### src/rtl/fp_align_pre.sv
// Unpacks two IEEE-754 operands, orders them by magnitude and right-aligns the smaller significand with G/R/S collection.
// 2-cycle latency, 1/cycle throughput; valid/ready on both sides, stages hold their data while stalled.
module fp_align_pre #(
    parameter int SIZE_EXP  = 8,
    parameter int SIZE_MAN  = 23,
    parameter int SIZE_DATA = 32
) (
    input  logic                  i_clk,
    input  logic                  i_rst_n,
    input  logic                  i_valid,
    output logic                  o_ready,
    input  logic [SIZE_DATA-1:0]  i_a,
    input  logic [SIZE_DATA-1:0]  i_b,
    output logic                  o_valid,
    input  logic                  i_ready,
    output logic [SIZE_EXP-1:0]   o_exp_common,
    output logic [SIZE_MAN+3:0]   o_man_big,
    output logic [SIZE_MAN+3:0]   o_man_small,
    output logic                  o_sign_big,
    output logic                  o_eff_sub,
    output logic                  o_swap,
    output logic                  o_nan,
    output logic                  o_inf,
    output logic                  o_zero
);
    localparam int W   = SIZE_MAN + 4;
    localparam int MAG = SIZE_EXP + SIZE_MAN;
    localparam logic [SIZE_EXP-1:0] SHIFT_LIM = SIZE_EXP'(W);

    logic s1_valid, s2_valid, s1_adv, s2_adv;

    assign s2_adv  = !s2_valid || i_ready;
    assign s1_adv  = !s1_valid || s2_adv;
    assign o_ready = s1_adv;
    assign o_valid = s2_valid;

    // Unpack and order operands
    logic [SIZE_EXP-1:0] exp_a, exp_b, eff_a, eff_b, eff_big, eff_small;
    logic [SIZE_MAN-1:0] frac_a, frac_b;
    logic [SIZE_MAN:0]   sig_a, sig_b, sig_big, sig_small;
    logic                swap, eff_sub, sign_big;
    logic                nan_a, nan_b, inf_a, inf_b, nan, inf, zero;

    always_comb begin
        exp_a     = i_a[SIZE_DATA-2 -: SIZE_EXP];
        exp_b     = i_b[SIZE_DATA-2 -: SIZE_EXP];
        frac_a    = i_a[SIZE_MAN-1:0];
        frac_b    = i_b[SIZE_MAN-1:0];
        eff_a     = (exp_a == '0) ? SIZE_EXP'(1) : exp_a;
        eff_b     = (exp_b == '0) ? SIZE_EXP'(1) : exp_b;
        sig_a     = {|exp_a, frac_a};
        sig_b     = {|exp_b, frac_b};
        swap      = i_b[MAG-1:0] > i_a[MAG-1:0];
        eff_sub   = i_a[SIZE_DATA-1] ^ i_b[SIZE_DATA-1];
        sign_big  = swap ? i_b[SIZE_DATA-1] : i_a[SIZE_DATA-1];
        eff_big   = swap ? eff_b : eff_a;
        eff_small = swap ? eff_a : eff_b;
        sig_big   = swap ? sig_b : sig_a;
        sig_small = swap ? sig_a : sig_b;
        nan_a     = (&exp_a) && (frac_a != '0);
        nan_b     = (&exp_b) && (frac_b != '0);
        inf_a     = (&exp_a) && (frac_a == '0);
        inf_b     = (&exp_b) && (frac_b == '0);
        nan       = nan_a || nan_b || (inf_a && inf_b && eff_sub);
        inf       = (inf_a || inf_b) && !nan;
        zero      = (i_a[MAG-1:0] == '0) && (i_b[MAG-1:0] == '0);
    end

    logic [SIZE_EXP-1:0] s1_exp, s1_diff;
    logic [SIZE_MAN:0]   s1_sig_big, s1_sig_small;
    logic                s1_sign_big, s1_eff_sub, s1_swap, s1_nan, s1_inf, s1_zero;

    always_ff @(posedge i_clk or negedge i_rst_n) begin
        if (!i_rst_n) begin
            s1_valid     <= 1'b0;
            s1_exp       <= '0;
            s1_diff      <= '0;
            s1_sig_big   <= '0;
            s1_sig_small <= '0;
            s1_sign_big  <= 1'b0;
            s1_eff_sub   <= 1'b0;
            s1_swap      <= 1'b0;
            s1_nan       <= 1'b0;
            s1_inf       <= 1'b0;
            s1_zero      <= 1'b0;
        end else if (s1_adv) begin
            s1_valid <= i_valid;
            if (i_valid) begin
                s1_exp       <= eff_big;
                s1_diff      <= eff_big - eff_small;
                s1_sig_big   <= sig_big;
                s1_sig_small <= sig_small;
                s1_sign_big  <= sign_big;
                s1_eff_sub   <= eff_sub;
                s1_swap      <= swap;
                s1_nan       <= nan;
                s1_inf       <= inf;
                s1_zero      <= zero;
            end
        end
    end

    // Alignment shift; everything shifted out collapses into bit 0
    logic [W-1:0] small_ext, shifted, lost_mask, aligned;

    always_comb begin
        small_ext = {s1_sig_small, 3'b000};
        shifted   = small_ext >> s1_diff;
        lost_mask = ~({W{1'b1}} << s1_diff);
        if (s1_diff >= SHIFT_LIM) begin
            aligned = {{(W-1){1'b0}}, |small_ext};
        end else begin
            aligned = shifted | {{(W-1){1'b0}}, |(small_ext & lost_mask)};
        end
    end

    always_ff @(posedge i_clk or negedge i_rst_n) begin
        if (!i_rst_n) begin
            s2_valid     <= 1'b0;
            o_exp_common <= '0;
            o_man_big    <= '0;
            o_man_small  <= '0;
            o_sign_big   <= 1'b0;
            o_eff_sub    <= 1'b0;
            o_swap       <= 1'b0;
            o_nan        <= 1'b0;
            o_inf        <= 1'b0;
            o_zero       <= 1'b0;
        end else if (s2_adv) begin
            s2_valid <= s1_valid;
            if (s1_valid) begin
                o_exp_common <= s1_exp;
                o_man_big    <= {s1_sig_big, 3'b000};
                o_man_small  <= aligned;
                o_sign_big   <= s1_sign_big;
                o_eff_sub    <= s1_eff_sub;
                o_swap       <= s1_swap;
                o_nan        <= s1_nan;
                o_inf        <= s1_inf;
                o_zero       <= s1_zero;
            end
        end
    end
endmodule

### config.mk
export PLATFORM = sky130hd
export DESIGN_NAME = fp_align_pre
export DESIGN_NICKNAME = d
export VERILOG_FILES = /design/src/rtl/fp_align_pre.sv
export SDC_FILE = /design/constraint.sdc
export NUM_CORES = 1
export LEC_CHECK = 0
export CAP_MARGIN = 0
export CORE_MARGIN = 2
export CORE_UTILIZATION = 40
export DETAILED_ROUTE_END_ITERATION = 6
export DONT_BUFFER_PORTS = 1
export SLEW_MARGIN = 15
export SYNTH_ARGS = -nofsm -noshare
export SYNTH_HDL_FRONTEND = slang
export SYNTH_SLANG_ARGS = --single-unit
### constraint.sdc
create_clock -name i_clk -period 2.3 [get_ports i_clk]
set_input_delay 0.46 -clock i_clk [delete_from_list [all_inputs] [get_ports i_clk]]
set_output_delay 0.46 -clock i_clk [all_outputs]
set_load 0.005 [all_outputs]
## Word-level counts from Yosys, hierarchy flattened

Cells that the tools add are included.

- Bits in latches: 0
- Word-level logic and storage cells: 70
- ROM bits: 0
- Bits in registers: 137
- Memories kept: 0
- RAM bits: 0
- Input port bits: 68
- Output and inout bits: 70

- Reduce and logical (&&, ||, !) cells: 32
- Divide/modulo/power cells: 0
- $add $sub $neg: 1
- Equal/unequal tests: 0
- Magnitude comparators: 2
- Bitwise operators: 4
- $mul: 0
- Muxes and demuxes: 8
- Shift-type cells: 2

Operators with widths:

| cell | count |
|---|---|
| $logic_not 31->1 | 2 |
| $mux 24 | 2 |
| $logic_not 23->1 | 2 |
| $reduce_bool 23->1 | 2 |
| $mux 8 | 4 |
| $gt 31x31->1 | 1 |
| $and 27x27->27 | 1 |
| $mux 27 | 1 |
| $not 27->27 | 1 |
| $or 27x1->27 | 1 |
| $reduce_or 27->1 | 1 |
| $shl 27x8->27 const A | 1 |
| $shr 27x8->27 | 1 |
| $reduce_or 24->1 | 1 |
| $logic_not 8->1 | 2 |
| $reduce_and 8->1 | 2 |
| $reduce_or 8->1 | 2 |
| $ge 8x5->1 const B | 1 |
| $logic_and 1x1->1 | 8 |
| $sub 8x8->8 | 1 |
| $logic_or 1x1->1 | 5 |
| $reduce_and 2->1 | 2 |
| $logic_not 1->1 | 3 |
| $mux 1 | 1 |
| $xor 1x1->1 | 1 |

## Depth between registers and ports, before layout

Gate-level depths: netlist (run 1).

- Word-level depth: 7
- Mapped depth: 18
- Mapped depth without buffers: 16

## Worst setup path before layout (run 1)

OpenSTA, ideal clock, no wires.

- Kind: input-to-reg
- Start point: in i_a[22]
- End point: reg s1_diff[6]
- Setup slack: -1489 ps
- Stages on the path: 18
- Data arrival time: 3693 ps
- Required time: 2204 ps
- Setup time: 96 ps
- Buffers on the path: 2
- Cells stage by stage: inv_1 ha_1 nand4_1 nor4_2 nand2_1 o311ai_4 buf_6 buf_6 o21ai_2 or2_1 ha_1 fa_1 nor2b_1 o21ai_0 a21boi_0 o21ai_0 nor3b_1 o31ai_1

- Word-level cells in the longest chain between the ends: 3

Ends and longest elaborated chain:

| what | RTL line | source |
|---|---|---|
| from (decl) | 12 | `input logic [SIZE_DATA-1:0] i_a,` |
| $gt 31x31->1 * | 53 | `swap = i_b[MAG-1:0] > i_a[MAG-1:0];` |
| $mux 8, on equally long branches | 56, 57 |  |
| $sub 8x8->8 * | 90 | `s1_diff <= eff_big - eff_small;` |
| to (signal assigned) | 90 |  |
| to (decl) | 69 | `logic [SIZE_EXP-1:0] s1_exp, s1_diff;` |

Mark *: on every way between the ends. The rest lies on a longest branch, timed or not.
A chain may end at the register's enable or synchronous reset.

## Worst setup path in the final report (run 1)

- Start point: in i_a[20]
- End point: reg s1_diff[6]

The elaborated chain is that of the path after synthesis.

==> flow_summary_export.csv, run 1 <==
group,metric,value,unit
setup_path,critical_path_arrival,3.64,ns
clock_tree,cts_tree,"built",
die,std_cell_rows,57,
sta,max_slew_margin,34.0,%
yosys,synth_top_area_share,35.2,%
global_routing,grt_overflow_total,0,
sta,max_freq,0.303,GHz
setup_path,critPathMaxFanout,4,
clock_tree,clock_sinks,137,
cells_and_area,layout.cells.non_filler,1485,
sta,final.min_clock_period,3.30,ns
sta,holdWs,-0.268,ns
die,fp.dieW,160,um
cells_and_area,diodes,0,
yosys,synth_seq_cells,137,
yosys,synthFlopType,"dfrtp_1",
cells_and_area,fin_util,49.6,%
setup_path,critical_path_class,"primary input to flip-flop",
power_and_ir_drop,ir_drop,0.000538,V
placement,dp_slack,-1.32,ns
sta,finalHoldViolations,137,
cells_and_area,syn_to_final_growth,22.8,%
sta,setup_viol,55,
yosys,async_reset_ff_share,100,%
flow_run,maxCapViolCount,0,
placement,place.port_buffers,0,
sta,skew,0.00772,ns
routing,antenna_left,0,
yosys,syn_avg_cell_area,8.95,um2
power_and_ir_drop,p_per_area,825,mW/mm2
clock_tree,clkTransAtPathRegs,0.06,ns
setup_path,start_kind,"primary input",
cells_and_area,final_nets,1255,
global_routing,grt_pass1_vias,8808,
routing,drc,0,
die,core,0.0241,mm2
routing,via_count,9044,
yosys,synthTopCellsByArea,"dfrtp_1 (35%), mux2_2 (5.6%), o2111ai_1 (5.0%)",
yosys,syn-cell-area,0.00973,mm2
routing,wl_per_cell,21.3,um
die,start_util,40.4,%
status,status,"finished, violations left",
cells_and_area,drive_gt1_share,27.0,%
global_routing,grt_pass1_wl,50400,um
placement,dp_hpwl,22200,um
routing,vias_per_cell,6.09,
routing,drt-pass1-iter-count,5,
die,die_area,0.0256,mm2
power_and_ir_drop,total_leakage_power,4.91,nW
placement,placed_cells,1432,
sta,rsz0062_at_grt,"true",
yosys,ys_seq_area_share,35.2,%
placement,routabilityCongestion,0.891,
clock_tree,numCtsBuffers,17,
routing,drt_iter0_markers,1035,
setup_path,endpoint_kind,"flip-flop",
sta,period_share,144,%
die,die_height,160,um
global_routing,antenna_found_initial,0,
yosys,synth_edf_count,0,
global_routing,grt.total_usage,24.6,%
sta,fin_ws,-1.00,ns
min_path,hold_class,"primary input to asynchronous set/reset pin",
yosys,yosys_warnings,0,
status,violations,"hold timing, setup timing",
sta,tightest_slew,0.990,ns
clock_tree,ctsHtreeMaxLevel,4,
clock_tree,cts_root_buffer,"clkbuf_16",
clock_tree,clk_latency,0.43,ns
die,io_pins,138,
sta,final_max_slew_viol_count,0,
yosys,yosysTopAreaCell,"dfrtp_1",
yosys,synth.distinct_cells,73,
setup_path,required,2.63,ns
yosys,syn_inst,1087,
routing,wl,31700,um
clock_tree,cts.path.max_buffers,2,
global_routing,grt_max_degree,138,
==> through the flow <==
stage / TNS (ns) / power (mW) / hold WS [ns] / area, um2
3_3_place_gp: -36.15 / 6.71 / 0.169 / 10800
6_report: -15.31 / 9.86 / -0.268 / 11900
4_1_cts: -9.56 / 9.75 / -0.285 / 11700
3_5_place_dp: -39.80 / 6.74 / 0.170 / 10800
2_1_floorplan: -8.04 / 5.61 / 0.164 / 9910
5_1_grt: -21.48 / 10.4 / -0.283 / 11900
==> synthesized netlist by cell type, drive strengths merged (17+ instances only) <==
cell / instances
a21oi: 85
buf: 33
clkbuf: 64
dfrtp: 137
ha: 38
inv: 43
mux2: 49
mux2i: 40
nand2: 79
nand3: 66
nand4: 43
nor2: 72
nor3: 60
nor4: 17
o2111ai: 55
o21ai: 53
or3: 27
==> worst paths after layout <==
check / startpoint / endpoint / slack [ns] / depth (start not counted)
min reg2reg: s1_exp[0]$_DFFE_PN0P_ / s1_exp[0]$_DFFE_PN0P_ / 0.48 / 2
min in group i_clk: i_valid / s1_valid$_DFFE_PN0N_ / 0.16 / 1
max: i_a[20] / s1_diff[6]$_DFFE_PN0P_ / -1.00 / 18
max reg2reg: s1_diff[0]$_DFFE_PN0P_ / o_man_small[2]$_DFFE_PN0P_ / 0.06 / 7
max in group asynchronous: i_rst_n / o_man_big[24]$_DFFE_PN0P_ / 2.22 / 0
min: i_rst_n / o_man_small[2]$_DFFE_PN0P_ / -0.27 / 0
==> layout make-up <==
class,count,area [um2]
Clock inverter,12,139
Tap cell,324,405
Inverter,44,195
Timing Repair Buffer,137,1150
Clock buffer,20,467
Fill cell,2313,12200
Multi-Input combinational cell,811,6160
Sequential cell,137,3430
==> sequential cells by signal (all words and copies together) (netlist names) <==
signal,count
s1_diff,8
s1_nan,1
s1_eff_sub,1
s1_valid,1
s1_sig_big,24
o_man_small,27
o_valid,1
o_exp_common,8
o_nan,1
o_zero,1
o_man_big,24
o_inf,1
s1_swap,1
o_swap,1
s1_sign_big,1
o_eff_sub,1
s1_inf,1
s1_sig_small,24
o_sign_big,1
s1_exp,8
s1_zero,1
==> per-layer routing <==
layer	global-route usage, %	routed length [um]	up-vias
met5	0	0	-
met4	8.60	856	0
met3	5.38	2280	52
met2	38.4	14400	325
met1	34.0	14100	4400
li1	-	-	4267
==> placed cells by master (no fill, tap or decap), drive strengths merged, types with 49 or more instances in the layout <==
master   synthesis  final
dfrtp          137    137
buf             33    137
a21oi           85     85
nand2           79     79
nor2            72     72
nand3           66     66
nor3            60     60
o2111ai         55     55
o21ai           53     53
mux2            49     49
==> power breakdown <==
| group | total, mW | internal [mW] | switching, mW |
|---|---|---|---|
| combinational | 3.60 | 1.70 | 1.91 |
| sequential | 3.39 | 2.89 | 0.493 |
| clock | 2.87 | 1.70 | 1.18 |
==> critical path: stages <==
cell      delay, ns
inv_2          0.06
ha_4           0.20
buf_4          0.13
o21ai_1        0.07
a21oi_1        0.08
o211ai_1       0.37
o311ai_4       0.22
buf_4          0.18
o211a_1        0.22
or2_4          0.24
ha_4           0.17
fa_2           0.39
nor2b_2        0.15
o21ai_2        0.08
a21boi_2       0.18
o21ai_2        0.08
nor3b_2        0.15
o31ai_1        0.21
==> kinds of logic after synthesis <==
group / after synthesis / share of synthesized area [%]
buf+inv: 141 / 6.38
compound gates: 272 / 19.5
other cells: 1 / 0.0385
xor+xnor: 3 / 0.270
fa+ha+maj: 40 / 5.21
mux: 104 / 13.5
flops: 137 / 35.2
simple gates: 389 / 19.9
==> what timing repair did <==
action,CTS,global route
cloned,0,0
resized for setup,27,41
hold endpoints to repair,137,137
pin swaps,9,31
buffers inserted,13,9
setup endpoints to repair,56,70
No activity file was read; power rests on OpenSTA's default activity.
==> inputs of run 2 (changes only) <==
==> constraint.sdc (replaced) <==
create_clock -name i_clk -period 3.2 [get_ports i_clk]
set_input_delay 0.64 -clock i_clk [delete_from_list [all_inputs] [get_ports i_clk]]
set_output_delay 0.64 -clock i_clk [all_outputs]
set_load 0.005 [all_outputs]
==> flow_summary_export.csv, run 2 (synthesis results as in run 1) <==
group,metric,value,unit
power_and_ir_drop,ir_drop,0.000326,V
sta,setup_viol,4,
setup_path,endpoint_kind,"flip-flop",
die,die_height,160,um
routing,routed-wl-met3,2340,um
setup_path,worst-path-buf-inv,2,
clock_tree,ctsHtreeMaxLevel,4,
sta,tightest_slew,0.951,ns
status,status,"finished, violations left",
global_routing,grt_pass1_vias,8526,
sta,rsz0062_at_grt,"true",
sta,final_max_slew_viol_count,0,
die,io_pins,138,
cells_and_area,fin_area,0.0114,mm2
placement,post_dp_cell_area,0.0106,mm2
cells_and_area,regArea,0.00343,mm2
die,std_cell_rows,57,
sta,final.min_clock_period,3.36,ns
routing,via_count,8987,
routing,drt_iter0_markers,941,
cells_and_area,top_register,"o_man_small",
die,fp.dieW,160,um
sta,finalHoldViolations,137,
cells_and_area,multi_input_area,0.00598,mm2
routing,wl,30300,um
power_and_ir_drop,total_leakage_power,4.70,nW
routing,highest_layer,"met4",
clock_tree,cts_tree,"built",
clock_tree,clkTransAtPathRegs,0.06,ns
cells_and_area,diodes,0,
cells_and_area,final_common_cell,"dfrtp_1",
cells_and_area,final_cell_mix,"dfrtp_1 (137), buf_4 (87), a21oi_1 (82)",
placement,dp_hpwl,21000,um
cells_and_area,layout.cells.non_filler,1441,
setup_path,start_kind,"primary input",
setup_path,max_stage_delay,0.41,ns
setup_path,rr_worst_depth,6,
setup_path,critPathLaunch,"i_a[22]",
routing,antenna_left,0,
status,violations,"hold timing, setup timing",
placement,dp_slack,-0.560,ns
setup_path,cpMaxStageDelayCell,"o311ai_4",
cells_and_area,drive_gt1_share,21.7,%
setup_path,reg2reg_from,"s1_diff[0]$_DFFE_PN0P_",
global_routing,grt_max_degree,138,
sta,skew,0.00640,ns
setup_path,critical_path_arrival,3.68,ns
global_routing,grt_pass1_wl,48200,um
placement,placed_cells,1400,
sta,fin_ws,-0.155,ns
setup_path,r2r-end,"o_man_small[5]$_DFFE_PN0P_",
die,core,0.0241,mm2
sta,period_share,105,%
routing,wl_per_cell,21.0,um
cells_and_area,final_nets,1212,
flow_run,maxCapViolCount,0,
clock_tree,cts.path.max_buffers,2,
setup_path,critical_path_class,"primary input to flip-flop",
clock_tree,numCtsBuffers,17,
setup_path,critical_path_depth,16,
die,start_util,40.4,%
setup_path,cp_cell_sequence,"inv_2 -> ha_1 -> nand4_1 -> nor4_2 -> nand2_1 -> o311ai_4 -> o21ai_4 -> buf_6 -> mux2i_1 -> fa_2 -> nor2b_1 -> o21ai_1 -> a21boi_1 -> o21ai_1 -> nor3b_2 -> o31ai_1",
setup_path,required,3.53,ns
die,die_area,0.0256,mm2
routing,wl_met2,13600,um
global_routing,grt.total_usage,23.4,%
min_path,hold_class,"primary input to asynchronous set/reset pin",
routing,vias_per_cell,6.24,
routing,m1WireLength,13700,um
placement,place.port_buffers,0,
clock_tree,clock_sinks,137,
clock_tree,clk_latency,0.42,ns
sta,holdWs,-0.0821,ns
global_routing,grt_overflow_total,0,
power_and_ir_drop,p_per_area,610,mW/mm2
clock_tree,cts_root_buffer,"clkbuf_16",
routing,drt-pass1-iter-count,5,
cells_and_area,syn_to_final_growth,17.5,%
cells_and_area,largest_register_ffs,27,
global_routing,antenna_found_initial,0,
setup_path,path_common_cell,"o21ai_1",
sta,max_freq,0.298,GHz
setup_path,r2r_slack,0.70,ns
setup_path,endpoint,"s1_diff[6]$_DFFE_PN0P_",
routing,drc,0,
placement,routabilityCongestion,0.901,
cells_and_area,fillers,2321,
setup_path,critPathTopFamily,"compound AO/OA/AOI/OAI gates",
sta,max_slew_margin,36.6,%
setup_path,critPathMaxFanout,6,
[run 2: routing by layer]
metal	vias up	GRT usage, %
met5	-	0
met4	0	8.48
met3	48	5.71
met2	349	35.4
met1	4416	32.7
li1	4174	-
[run 2: worst min path at each step]
stage / start / endpoint / depth (start not counted) / slack (ns)
3_3_place_gp: i_rst_n / o_man_small[18]$_DFFE_PN0P_ / 0 / 0.35
2_1_floorplan: i_rst_n / o_eff_sub$_DFFE_PN0P_ / 0 / 0.34
5_1_grt: i_rst_n / o_man_small[14]$_DFFE_PN0P_ / 0 / -0.1
6_report: i_rst_n / o_man_small[18]$_DFFE_PN0P_ / 0 / -0.08
4_1_cts: i_rst_n / o_man_small[12]$_DFFE_PN0P_ / 0 / -0.10
3_5_place_dp: i_rst_n / o_man_small[14]$_DFFE_PN0P_ / 0 / 0.35
[run 2: report_power, final]
group / internal, mW / switching [mW]
logic: 1.02 / 1.20
clock network: 1.45 / 0.796
registers: 2.08 / 0.433
[run 2: through the flow]
stage / TNS [ns] / power, mW / util, % / hold WS, ns
after floorplan: -1.88 / 4.03 / - / 0.344
after global placement: -2.27 / 4.64 / 43.8 / 0.350
after detailed placement: -2.58 / 4.66 / 43.8 / 0.350
after CTS: -0.236 / 6.92 / 46.7 / -0.103
after global routing: -1.06 / 7.35 / 47.4 / -0.0995
final: -0.455 / 6.97 / 47.4 / -0.0821
[run 2: layout make-up]
cell class                 count  area share, %
tap                          324           3.55
clock inverter                10           1.66
multi-input combinational    811           52.3
sequential                   137           30.0
timing repair buffer          94           6.71
inverter                      44           1.62
clock buffer                  21           4.12
[run 2: what timing repair did]
item / 4_1_cts / 5_1_grt
pin swaps: 4 / 15
endpoints found under the setup margin: 3 / 5
gates cloned: 0 / 0
setup buffers: 4 / 6
endpoints found under the hold margin: 137 / 137
gates resized for setup: 3 / 24
==> inputs of run 3 (changes only) <==
--- a/config.mk
+++ b/config.mk
@@ -10,6 +10,7 @@
 export CORE_UTILIZATION = 40
 export DETAILED_ROUTE_END_ITERATION = 6
 export DONT_BUFFER_PORTS = 1
+export MAX_ROUTING_LAYER = met4
 export SLEW_MARGIN = 15
 export SYNTH_ARGS = -nofsm -noshare
 export SYNTH_HDL_FRONTEND = slang
==> flow_summary_export.csv, run 3 (synthesis results as in run 1) <==
group,metric,value,unit
placement,routabilityCongestion,0.908,
sta,final.min_clock_period,3.32,ns
routing,drt-pass1-iter-count,6,
cells_and_area,largest_register_ffs,27,
setup_path,required,3.53,ns
clock_tree,ctsHtreeMaxLevel,4,
cells_and_area,diodes,0,
clock_tree,clock_sinks,137,
power_and_ir_drop,total_leakage_power,4.65,nW
die,start_util,40.4,%
flow_run,maxCapViolCount,0,
clock_tree,cts_tree,"built",
status,status,"finished, violations left",
routing,antenna_left,0,
global_routing,grt_max_degree,138,
cells_and_area,fin_util,47.0,%
power_and_ir_drop,pwr-share-clk,29.7,%
min_path,hold_class,"primary input to asynchronous set/reset pin",
sta,setup_viol,4,
power_and_ir_drop,combPwrFrac,32.7,%
placement,place.port_buffers,0,
sta,max_slew_margin,37.0,%
power_and_ir_drop,switching_power,2.46,mW
global_routing,grt.total_usage,24.7,%
routing,via_count,8849,
setup_path,endpoint_kind,"flip-flop",
setup_path,critPathMaxFanout,6,
cells_and_area,syn_to_final_growth,16.4,%
cells_and_area,drive_gt1_share,21.0,%
clock_tree,clkTransAtPathRegs,0.06,ns
sta,skew,0.00640,ns
power_and_ir_drop,p_sw_share,36.7,%
sta,final_max_slew_viol_count,0,
setup_path,r2r_slack,0.71,ns
routing,wl_per_cell,20.9,um
routing,wl,30200,um
power_and_ir_drop,ir_drop,0.000296,V
power_and_ir_drop,p_per_area,592,mW/mm2
clock_tree,clk_latency,0.42,ns
cells_and_area,top_register,"o_man_small",
cells_and_area,layout.cells.non_filler,1442,
setup_path,max_stage_delay,0.37,ns
placement,dp_hpwl,21200,um
die,die_height,160,um
power_and_ir_drop,finalPower,6.70,mW
sta,tightest_slew,0.945,ns
sta,fin_ws,-0.121,ns
die,io_pins,138,
cells_and_area,final_common_cell,"dfrtp_1",
sta,holdWs,-0.0819,ns
cells_and_area,fillers,2384,
setup_path,r2r-end,"o_man_small[0]$_DFFE_PN0P_",
routing,vias_per_cell,6.14,
cells_and_area,final_nets,1212,
die,die_area,0.0256,mm2
cells_and_area,final_cell_mix,"dfrtp_1 (137), buf_4 (88), a21oi_1 (84)",
die,fp.dieW,160,um
clock_tree,numCtsBuffers,17,
global_routing,grt_overflow_total,0,
setup_path,critical_path_class,"primary input to flip-flop",
setup_path,reg2reg_from,"s1_diff[0]$_DFFE_PN0P_",
clock_tree,cts.path.max_buffers,2,
die,std_cell_rows,57,
sta,period_share,104,%
sta,finalHoldViolations,137,
global_routing,grt_pass1_wl,49300,um
power_and_ir_drop,power.internal,4.24,mW
setup_path,cpMaxStageDelayCell,"nor4_2",
sta,max_freq,0.301,GHz
routing,drt_iter0_markers,950,
die,core,0.0241,mm2
setup_path,critical_path_arrival,3.66,ns
clock_tree,cts_root_buffer,"clkbuf_16",
global_routing,antenna_found_initial,0,
setup_path,rr_worst_depth,7,
sta,rsz0062_at_grt,"true",
setup_path,start_kind,"primary input",
status,violations,"hold timing, setup timing",
setup_path,cp_cell_sequence,"inv_12 -> ha_4 -> nand4_1 -> nor4_2 -> nand2_1 -> o311ai_4 -> o21ai_4 -> mux2_4 -> ha_4 -> nor2b_1 -> o21ai_1 -> a21oi_2 -> buf_4 -> o21ai_4 -> a211o_1 -> o211ai_1",
global_routing,grt_pass1_vias,8639,
power_and_ir_drop,pwr-share-seq,37.6,%
placement,placed_cells,1399,
routing,drc,0,
[run 3: worst max path at each step]
stage / startpoint / end / slack, ns
finish: i_a[30] / s1_diff[7]$_DFFE_PN0P_ / -0.12
CTS: i_a[30] / s1_diff[5]$_DFFE_PN0P_ / -0.11
floorplan: i_a[30] / s1_diff[6]$_DFFE_PN0P_ / -0.59
global placement: i_a[14] / s1_diff[6]$_DFFE_PN0P_ / -0.51
detailed placement: i_a[17] / s1_diff[5]$_DFFE_PN0P_ / -0.61
global route: i_a[29] / s1_diff[5]$_DFFE_PN0P_ / -0.31
[run 3: area by class of cell]
| cell class | instances | area (um2) | share of cell area [%] |
|---|---|---|---|
| inverters | 44 | 188 | 1.66 |
| clock inverters | 13 | 145 | 1.28 |
| well taps | 324 | 405 | 3.58 |
| repair buffers | 94 | 763 | 6.74 |
| flip-flops and latches | 137 | 3430 | 30.3 |
| clock buffers | 19 | 433 | 3.82 |
| multi-input cells | 811 | 5960 | 52.6 |
[run 3: power groups by stage]
stage | combinational [mW] | sequential [mW] | clock (mW)
2_1_floorplan | 1.71 | 2.32 | 0
3_3_place_gp | 2.10 | 2.54 | 0
3_5_place_dp | 2.12 | 2.54 | 0
4_1_cts | 2.17 | 2.51 | 2.02
5_1_grt | 2.41 | 2.58 | 2.11
6_report | 2.19 | 2.52 | 1.99
[run 3: through the flow]
stage	setup TNS, ns	hold slack, ns	setup WS, ns	cell area (um2)
floorplan	-1.88	0.344	-0.588	9910
global placement	-2.37	0.350	-0.512	10600
detailed placement	-3.05	0.349	-0.607	10600
CTS	-0.312	-0.108	-0.109	11300
global route	-1.32	-0.104	-0.315	11300
finish	-0.319	-0.0819	-0.121	11300
[run 3: repair_timing]
item	4_1_cts	5_1_grt
setup buffers	9	2
cloned	0	0
gates resized for setup	11	5
pin swaps	5	1
hold endpoints to repair	137	137
endpoints found under the setup margin	4	5
[run 3: worst max-delay path, delay by kind of cell]
family | cells | cell delay [ns]
AOI/OAI and AO/OA | 7 | 1.21
buffers and inverters | 2 | 0.16
and+or+nand+nor | 4 | 0.82
muxes | 1 | 0.33
adders and majority gates | 2 | 0.50
[run 3: metal layers]
layer | wire, um | vias to the layer above | GRT usage [%]
met4 | 663 | 0 | 8.35
met1 | 14000 | 4322 | 34.4
li1 | - | 4179 | -
met3 | 2000 | 40 | 4.99
met2 | 13500 | 308 | 35.7
met5 | 0 | - | -
